## config.mk

```make
export PLATFORM = sky130hd
export DESIGN_NAME = pc_fetch_unit
export DESIGN_NICKNAME = d
export VERILOG_FILES = /design/src/rtl/fetch_pkg.sv /design/src/rtl/pc_next_sel.sv /design/src/rtl/pc_fetch_unit.sv
export SDC_FILE = /design/constraint.sdc
export NUM_CORES = 1
export LEC_CHECK = 0
export CAP_MARGIN = 15
export CORE_MARGIN = 1.5
export CORE_UTILIZATION = 40
export CTS_CLUSTER_SIZE = 28
export DETAILED_ROUTE_END_ITERATION = 8
export PLACE_DENSITY = 0.75
export SLEW_MARGIN = 20
export SYNTH_ARGS = -nofsm -noshare
export SYNTH_HDL_FRONTEND = slang
export SYNTH_HIERARCHICAL = 1
export SYNTH_SLANG_ARGS = --single-unit
```

## constraint.sdc

```tcl
create_clock -name clk -period 4.94 [get_ports clk]
set_clock_uncertainty 0.15 [all_clocks]
set_input_delay 0.988 -clock clk [delete_from_list [all_inputs] [get_ports clk]]
set_output_delay 0.988 -clock clk [all_outputs]
set_load 0.02 [all_outputs]
```

## src/rtl/fetch_pkg.sv

```systemverilog
// Shared definitions for the PC fetch unit: state encoding, reset PC and PC step.
package fetch_pkg;

    typedef enum logic [1:0] {
        ST_IDLE  = 2'd0,
        ST_FETCH = 2'd1,
        ST_HOLD  = 2'd2
    } fetch_state_e;

    localparam logic [31:0] DEFAULT_RESET_PC = 32'h0000_0000;
    localparam logic [31:0] PC_INCR          = 32'd4;

    // Instruction addresses are word aligned; the low two bits are forced to zero.
    function automatic logic [31:0] align_pc(input logic [31:0] addr);
        return addr & 32'hFFFF_FFFC;
    endfunction

endpackage

```

## src/rtl/pc_next_sel.sv

```systemverilog
// Next-PC selection: a redirect wins, otherwise advance by PC_INCR, otherwise hold.
module pc_next_sel
    import fetch_pkg::*;
(
    input  logic [31:0] pc,
    input  logic        redirect_valid,
    input  logic [31:0] redirect_target,
    input  logic        advance,
    output logic [31:0] pc_next
);

    // Priority mux: redirect > increment (wraps modulo 2^32) > hold.
    always_comb begin
        pc_next = pc;
        if (redirect_valid) begin
            pc_next = align_pc(redirect_target);
        end else if (advance) begin
            pc_next = pc + PC_INCR;
        end
    end

endmodule

```

## src/rtl/pc_fetch_unit.sv

```systemverilog
// Single-outstanding instruction fetch unit with redirect/kill handling.
//
// Handshakes:
//   memory side  : imem_req is held high with a stable imem_addr until imem_ack;
//                  imem_ack with imem_req low is ignored.
//   consumer side: instr/instr_pc are transferred when instr_valid=1 and stall=0;
//                  instr_valid stays high and data stays stable while stalled.
module pc_fetch_unit
    import fetch_pkg::*;
#(
    parameter logic [31:0] RESET_PC = DEFAULT_RESET_PC
) (
    input  logic         clk,
    input  logic         start,
    input  logic         redirect_valid,
    input  logic [31:0]  redirect_target,
    input  logic         stall,
    output logic         imem_req,
    output logic [31:0]  imem_addr,
    input  logic         imem_ack,
    input  logic [31:0]  imem_rdata,
    output logic [31:0]  instr,
    output logic [31:0]  instr_pc,
    output logic         instr_valid,
    output logic [31:0]  pc,
    output logic [15:0]  fetch_count,
    output fetch_state_e dbg_state
);

    fetch_state_e state_q, state_d;
    logic [31:0]  pc_q, pc_next;
    logic [31:0]  fetch_addr_q, fetch_addr_d;
    logic [31:0]  instr_q, instr_d;
    logic [31:0]  instr_pc_q, instr_pc_d;
    logic         instr_valid_q, instr_valid_d;
    logic         kill_q, kill_d;
    logic [15:0]  count_q, count_d;
    logic         advance;

    // The PC only steps on a live (not killed) ack; redirect priority is inside the selector.
    assign advance = (state_q == ST_FETCH) && imem_ack && !kill_q;

    pc_next_sel u_pc_next_sel (
        .pc              (pc_q),
        .redirect_valid  (redirect_valid),
        .redirect_target (redirect_target),
        .advance         (advance),
        .pc_next         (pc_next)
    );

    // State register and datapath registers; start clears everything asynchronously.
    always_ff @(posedge clk or posedge start) begin
        if (start) begin
            state_q       <= ST_IDLE;
            pc_q          <= RESET_PC;
            fetch_addr_q  <= RESET_PC;
            instr_q       <= '0;
            instr_pc_q    <= '0;
            instr_valid_q <= 1'b0;
            kill_q        <= 1'b0;
            count_q       <= '0;
        end else begin
            state_q       <= state_d;
            pc_q          <= pc_next;
            fetch_addr_q  <= fetch_addr_d;
            instr_q       <= instr_d;
            instr_pc_q    <= instr_pc_d;
            instr_valid_q <= instr_valid_d;
            kill_q        <= kill_d;
            count_q       <= count_d;
        end
    end

    // Next-state logic. Whenever a new fetch is (re)started the fetch address is
    // taken from pc_next, which is the redirect target when one is present and
    // the current pc otherwise.
    always_comb begin
        state_d       = state_q;
        fetch_addr_d  = fetch_addr_q;
        instr_d       = instr_q;
        instr_pc_d    = instr_pc_q;
        instr_valid_d = instr_valid_q;
        kill_d        = kill_q;
        count_d       = count_q;
        case (state_q)
            ST_IDLE: begin
                state_d       = ST_FETCH;
                fetch_addr_d  = pc_next;
                instr_valid_d = 1'b0;
            end
            ST_FETCH: begin
                if (redirect_valid) begin
                    instr_valid_d = 1'b0;
                    if (imem_ack) begin
                        // Data in flight is stale; restart at the target right away.
                        fetch_addr_d = pc_next;
                        kill_d       = 1'b0;
                    end else begin
                        // Request must complete at its old address; drop its data later.
                        kill_d = 1'b1;
                    end
                end else if (imem_ack) begin
                    if (kill_q) begin
                        kill_d       = 1'b0;
                        fetch_addr_d = pc_next;
                    end else begin
                        instr_d       = imem_rdata;
                        instr_pc_d    = fetch_addr_q;
                        instr_valid_d = 1'b1;
                        state_d       = ST_HOLD;
                    end
                end
            end
            ST_HOLD: begin
                if (redirect_valid) begin
                    instr_valid_d = 1'b0;
                    state_d       = ST_FETCH;
                    fetch_addr_d  = pc_next;
                end else if (!stall) begin
                    count_d       = count_q + 16'd1;
                    instr_valid_d = 1'b0;
                    state_d       = ST_FETCH;
                    fetch_addr_d  = pc_next;
                end
            end
            default: begin
                state_d = ST_IDLE;
            end
        endcase
    end

    assign imem_req    = (state_q == ST_FETCH);
    assign imem_addr   = fetch_addr_q;
    assign instr       = instr_q;
    assign instr_pc    = instr_pc_q;
    assign instr_valid = instr_valid_q;
    assign pc          = pc_q;
    assign fetch_count = count_q;
    assign dbg_state   = state_q;

endmodule

```

Yosys cells after proc, flatten, opt, wreduce, memory -nomap -nowiden
Index checks and enable logic that the tools add are counted.

Output and inout port bits: 148. Bits in registers: 148. ROM bits: 0. Word-level logic and storage cells: 58. Input port bits: 69. Memory bits (writable): 0. Memories kept: 0. Latch bits: 0.

Div/mod/pow operators: 0. Reductions and logical operators: 12. Eq/ne operators: 9. Add/subtract/negate cells: 2. $mul: 0. Shifts and indexed selects: 0. Bitwise gates (word level): 3. Multiplexer cells: 24. $lt $le $gt $ge: 0.

Operators by type and width (count): 32-bit two-way mux (8); 32-bit case mux with 3 select lines (1); 32-bit by 3-bit adder with 32-bit output (second input constant) (1); 16-bit by 1-bit adder with 16-bit output (second input constant) (1); 4-bit AND reduction (4); 2-bit two-way mux (5); 1-bit two-way mux (8); 3-bit by 2-bit inequality test with 1-bit output (second input constant) (2); 3-bit inequality test (second input constant) (2); 2-bit case mux with 3 select lines (1); 2-bit inequality test (second input constant) (2); 1-bit NOT (3); 1-bit case mux with 3 select lines (1); 3-bit AND reduction (1); 3-bit nonzero test (1); 2-bit by 1-bit == test with 1-bit output (second input constant) (1); 2-bit == test (second input constant) (1); 1-bit logical AND (2); 2-bit zero test (1); 2-bit by 1-bit inequality test with 1-bit output (second input constant) (1); 2-bit AND reduction (1); 2-bit nonzero test (1); 1-bit zero test (1).

Logic depth before layout (Yosys ltp)
Depth in word-level cells: 9. Depth in mapped cells: 9. Depth with buffers taken out: 8.

Cells and area by module
The synthesis kept the hierarchy.

By module, submodules not included: pc_fetch_unit (cells each 322, sequential area each 3703.6 um^2, instances 1, area each 5285.1 um^2); pc_next_sel (cells each 177, sequential area each 0.0 um^2, instances 1, area each 1048.5 um^2).

Least setup slack after synthesis
OpenSTA, ideal clock, no wires.

Kind: input -> register. Start point: input port imem_ack. End point: register fetch_addr_q[22] (netlist: imem_addr[22]). Setup time: 0.065 ns. Data arrival time: 2.897 ns. Buffers on the path: 1. Slack: 1.828 ns. Cell stages on the path: 9. Data required time: 4.725 ns. Cell sequence: nor2b_1 -> nand2_1 -> inv_1 -> nand4_1 -> or3_1 -> clkbuf_1 -> or4_1 -> a31oi_1 -> mux2_2.

Longest elaborated chain between the ends: 8. Elaborated cells on any way between the ends: 13. Those cells by class: 1 x eq/ne; 9 x mux; 3 x reduce/logical.

RTL lines: start: declaration (line pc_fetch_unit.sv:20) `input logic imem_ack,`; 1-bit logical AND (*) (2 in a row) (line pc_fetch_unit.sv:41) `assign advance = (state_q == ST_FETCH) && imem_ack && !kill_q;`; via advance (line pc_fetch_unit.sv:38) `logic advance;`; 32-bit two-way mux (*) (line pc_next_sel.sv:17) `end else if (advance) begin`; 32-bit two-way mux (*) (line pc_next_sel.sv:15) `if (redirect_valid) begin`; 32-bit two-way mux (line pc_fetch_unit.sv:103) `if (kill_q) begin`; 32-bit two-way mux (line pc_fetch_unit.sv:102) `end else if (imem_ack) begin`; 32-bit two-way mux (line pc_fetch_unit.sv:92) `if (redirect_valid) begin`; 32-bit case mux with 3 select lines (*) (line pc_fetch_unit.sv:85) `case (state_q)`; via fetch_addr_d[22] (line pc_fetch_unit.sv:32) `logic [31:0] fetch_addr_q, fetch_addr_d;`; end signal: assignment (line pc_fetch_unit.sv:65) `fetch_addr_q <= fetch_addr_d;`; end: declaration (line pc_fetch_unit.sv:32).

The timed path passes the listed nets; every way through them passes the cells marked *. The select of a mux whose other input is x is not followed. A chain may end at the register's enable or synchronous reset.

Final worst setup path
Same ends and word-level chain as after synthesis.

==> run summary <==
status = finished, final reports clean
hold path cells = 1
Vias/cell = 5.08
area grow syn2layout = 47.5%
Slew headroom = 0.446
Die Area = 16600 sq um
post-synthesis sequential area ratio = 0.585
antenna violations before repair = 0
std cell rows = 45
Ant. Diodes = 0
Synth area leaders = dfrtp_1, mux2_2, nand2_1
Initial DRC Count = 262
Yosys reg bits = 148
Worst Hold Class = flip-flop to flip-flop
GRT overflow = 0
overall routing resource usage = 0.197
Multi-input gate area = 2470 sq um
Reg area = 3700 sq um
largest area contributor in the netlist = dfrtp_1
core region area = 15300 sq um
Syn Nets = 570
CTS max path bufs = 2
Fin Hold WS = 0.339 ns
RD Place Congestion = 0.760
H-tree depth = 4
YS warnings = 6
number of synthesized flops with an enable pin = 0
Post-route DRC = 0
Die Y = 129 microns
Worst Tran Pin Value = 0.830 ns
critical path depth = 9
count leader, synth = dfrtp_1
Final Critical Period = 3.57 ns
# clock sinks = 148
Worst EP required = 5.14 ns
routed wl met2 = 8120 microns
VDD IR max = 0.318 mV
CP Cell Sequence = clkdlybuf4s50_1, nor2b_1, nand2_1, inv_1, nand4_1, or3_1, or4_1, a31oi_1, mux2_2
RSZ-0062 raised after global routing = no
most frequent cells after synthesis = dfrtp_1, mux2_2, nand2_1
Fillers = 1224
Non-Filler Instances = 940
vias = 4774
clock root buffer = clkbuf_16
routed length on met1 = 6840 microns
slack of the worst reg-to-reg path = 1.85 ns
r2r endpoint = imem_addr[22]
fin. max-slew vios = 0
placed wire-length estimate = 11500 microns
postcts setup bufs = 0
Crit. End Element = flip-flop
IO buf count = 214
Hold-fix buffers, CTS = 0
delay of the slowest cell on the worst path = 0.57 ns
Horiz. Die Dim = 129 microns
CP max FO = 9
cell family with most CP delay = simple AND/OR/NAND/NOR gates
Power Density = 557 nW/um^2
Post-Syn Area = 6330 sq um
Initial Util = 0.414
layout cells sized above 1 = 0.206
DR top layer = met4
post-synth top area share = 0.585
CP endpoint = imem_addr[22]
first-pass GRT wire length = 25100 microns
final design utilization = 0.610
NumNets Final = 787
post-DR wirelength/cell = 17.0 microns
FF-to-FF Start = dbg_state[0]
placed insts = 907
critical path class = input port to flip-flop
max-cap viol count = 0
Mapped Cells = 499
Leak Pwr = 3.81 nW
Worst EP arrival = 3.78 ns
final worst-path cycle share = 0.723
clock insertion delay at the later pin of the skew report = 0.41 ns
first drt pass iteration count = 4
Met3 Wirelength = 836 microns
asr flop ratio synth = 1.00
CTS tree = yes
WP buf/inv = 2
Ports = 217
largest net degree at the start of global routing = 61
worst setup path startpoint = imem_ack
cts repair resizes = 0
post-synth cell types = 42
number of global-route vias before repair = 4765
Num CTS Buffers = 17
clk slew on worst S/H paths = 0.06 ns
Worst path slowest cell = or3_1
Final Routed Wirelength = 16000 microns
Top FF cell, synth = dfrtp_1
Syn Area/Cell = 12.7 sq um
final setup violating endpoints = 0
Routed Antenna Nets = 0
Critical Path Start Type = input port
highest clock rate = 0.280 GHz
Reg2Reg Depth = 8
setup TNS = 0 ns
final hold viol count = 0
==> state kept, by name, summed over array words and instances (netlist names) <==
name,flops
instr,32
imem_addr,32
dbg_state,2
kill_q,1
instr_pc,32
instr_valid,1
pc,32
fetch_count,16
==> logic make-up after synthesis <==
kind of cell	Yosys count	synth area share
buffers and inverters	33	0.0257
XOR/XNOR	27	0.0373
flip-flops	148	0.585
AO/OA/AOI/OAI	51	0.0506
AND/OR/NAND/NOR	141	0.125
multiplexers	97	0.172
adder cells (fa/ha/maj)	2	0.00395
==> layout by cell type (no fill, tap or decap), drive strengths merged, types with 2 or more instances in the layout <==
cell type      instances
nand2                 39
clkinv                 3
o41ai                  2
or4                   21
or3                    3
nor4                   4
clkbuf                24
bufinv                 4
buf                    9
clkinvlp               2
and4                   2
o21ai                 16
nand3                 22
or2                    3
xnor2                 15
clkdlybuf4s50        213
o31ai                 10
or4b                   2
dfrtp                148
nand4                  8
nor3                   2
a31oi                 12
a21oi                  4
inv                    8
mux2                  96
o211ai                 5
nor2b                  7
and3                   3
nor2                  21
xor2                  12
ha                     2
==> worst reg2reg max path, stage by stage, from the launching register on <==
cell and delay, ns:
dfrtp_1 0.46, nor2b_1 0.28, nand2_1 0.25, inv_1 0.23, nand4_1 0.14, or3_1 0.57
or4_1 0.52, a31oi_1 0.24, mux2_2 0.19
==> through the flow <==
step	cell area, sq um	worst slack [ns]	power [mW]
4_1_cts	9320	1.40	5.27
2_1_floorplan	6340	1.83	2.84
6_report	9340	1.37	5.20
5_1_grt	9340	1.23	5.45
3_5_place_dp	8680	0.972	3.87
3_3_place_gp	8680	1.06	3.81
==> worst min path at each step <==
stage | startpoint | end | slack, ns
2_1_floorplan | kill_q | kill_q | 0.36
3_3_place_gp | fetch_count[15] | fetch_count[15] | 0.31
3_5_place_dp | fetch_count[13] | fetch_count[13] | 0.33
4_1_cts | fetch_count[13] | fetch_count[13] | 0.34
5_1_grt | fetch_count[13] | fetch_count[13] | 0.35
6_report | fetch_count[13] | fetch_count[13] | 0.34
==> report_power, final <==
| part | switching, mW | total [mW] | internal [mW] |
|---|---|---|---|
| registers | 0.266 | 1.87 | 1.61 |
| logic | 0.916 | 1.96 | 1.04 |
| clock network | 0.476 | 1.37 | 0.899 |
==> cell type report <==
cell class                 instances  share of cell area
inverter                           9             0.00402
multi-input combinational        318               0.265
sequential                       148               0.397
clock buffer                      24              0.0526
clock inverter                     8              0.0157
tap                              211              0.0283
timing repair buffer             222               0.238
==> metal layers <==
layer | vias up | GRT usage
li1 | 2243 | -
met1 | 2377 | 0.249
met2 | 139 | 0.327
met3 | 15 | 0.0486
met4 | 0 | 0.0753
met5 | - | 0
(Power assumes the default switching activity.)
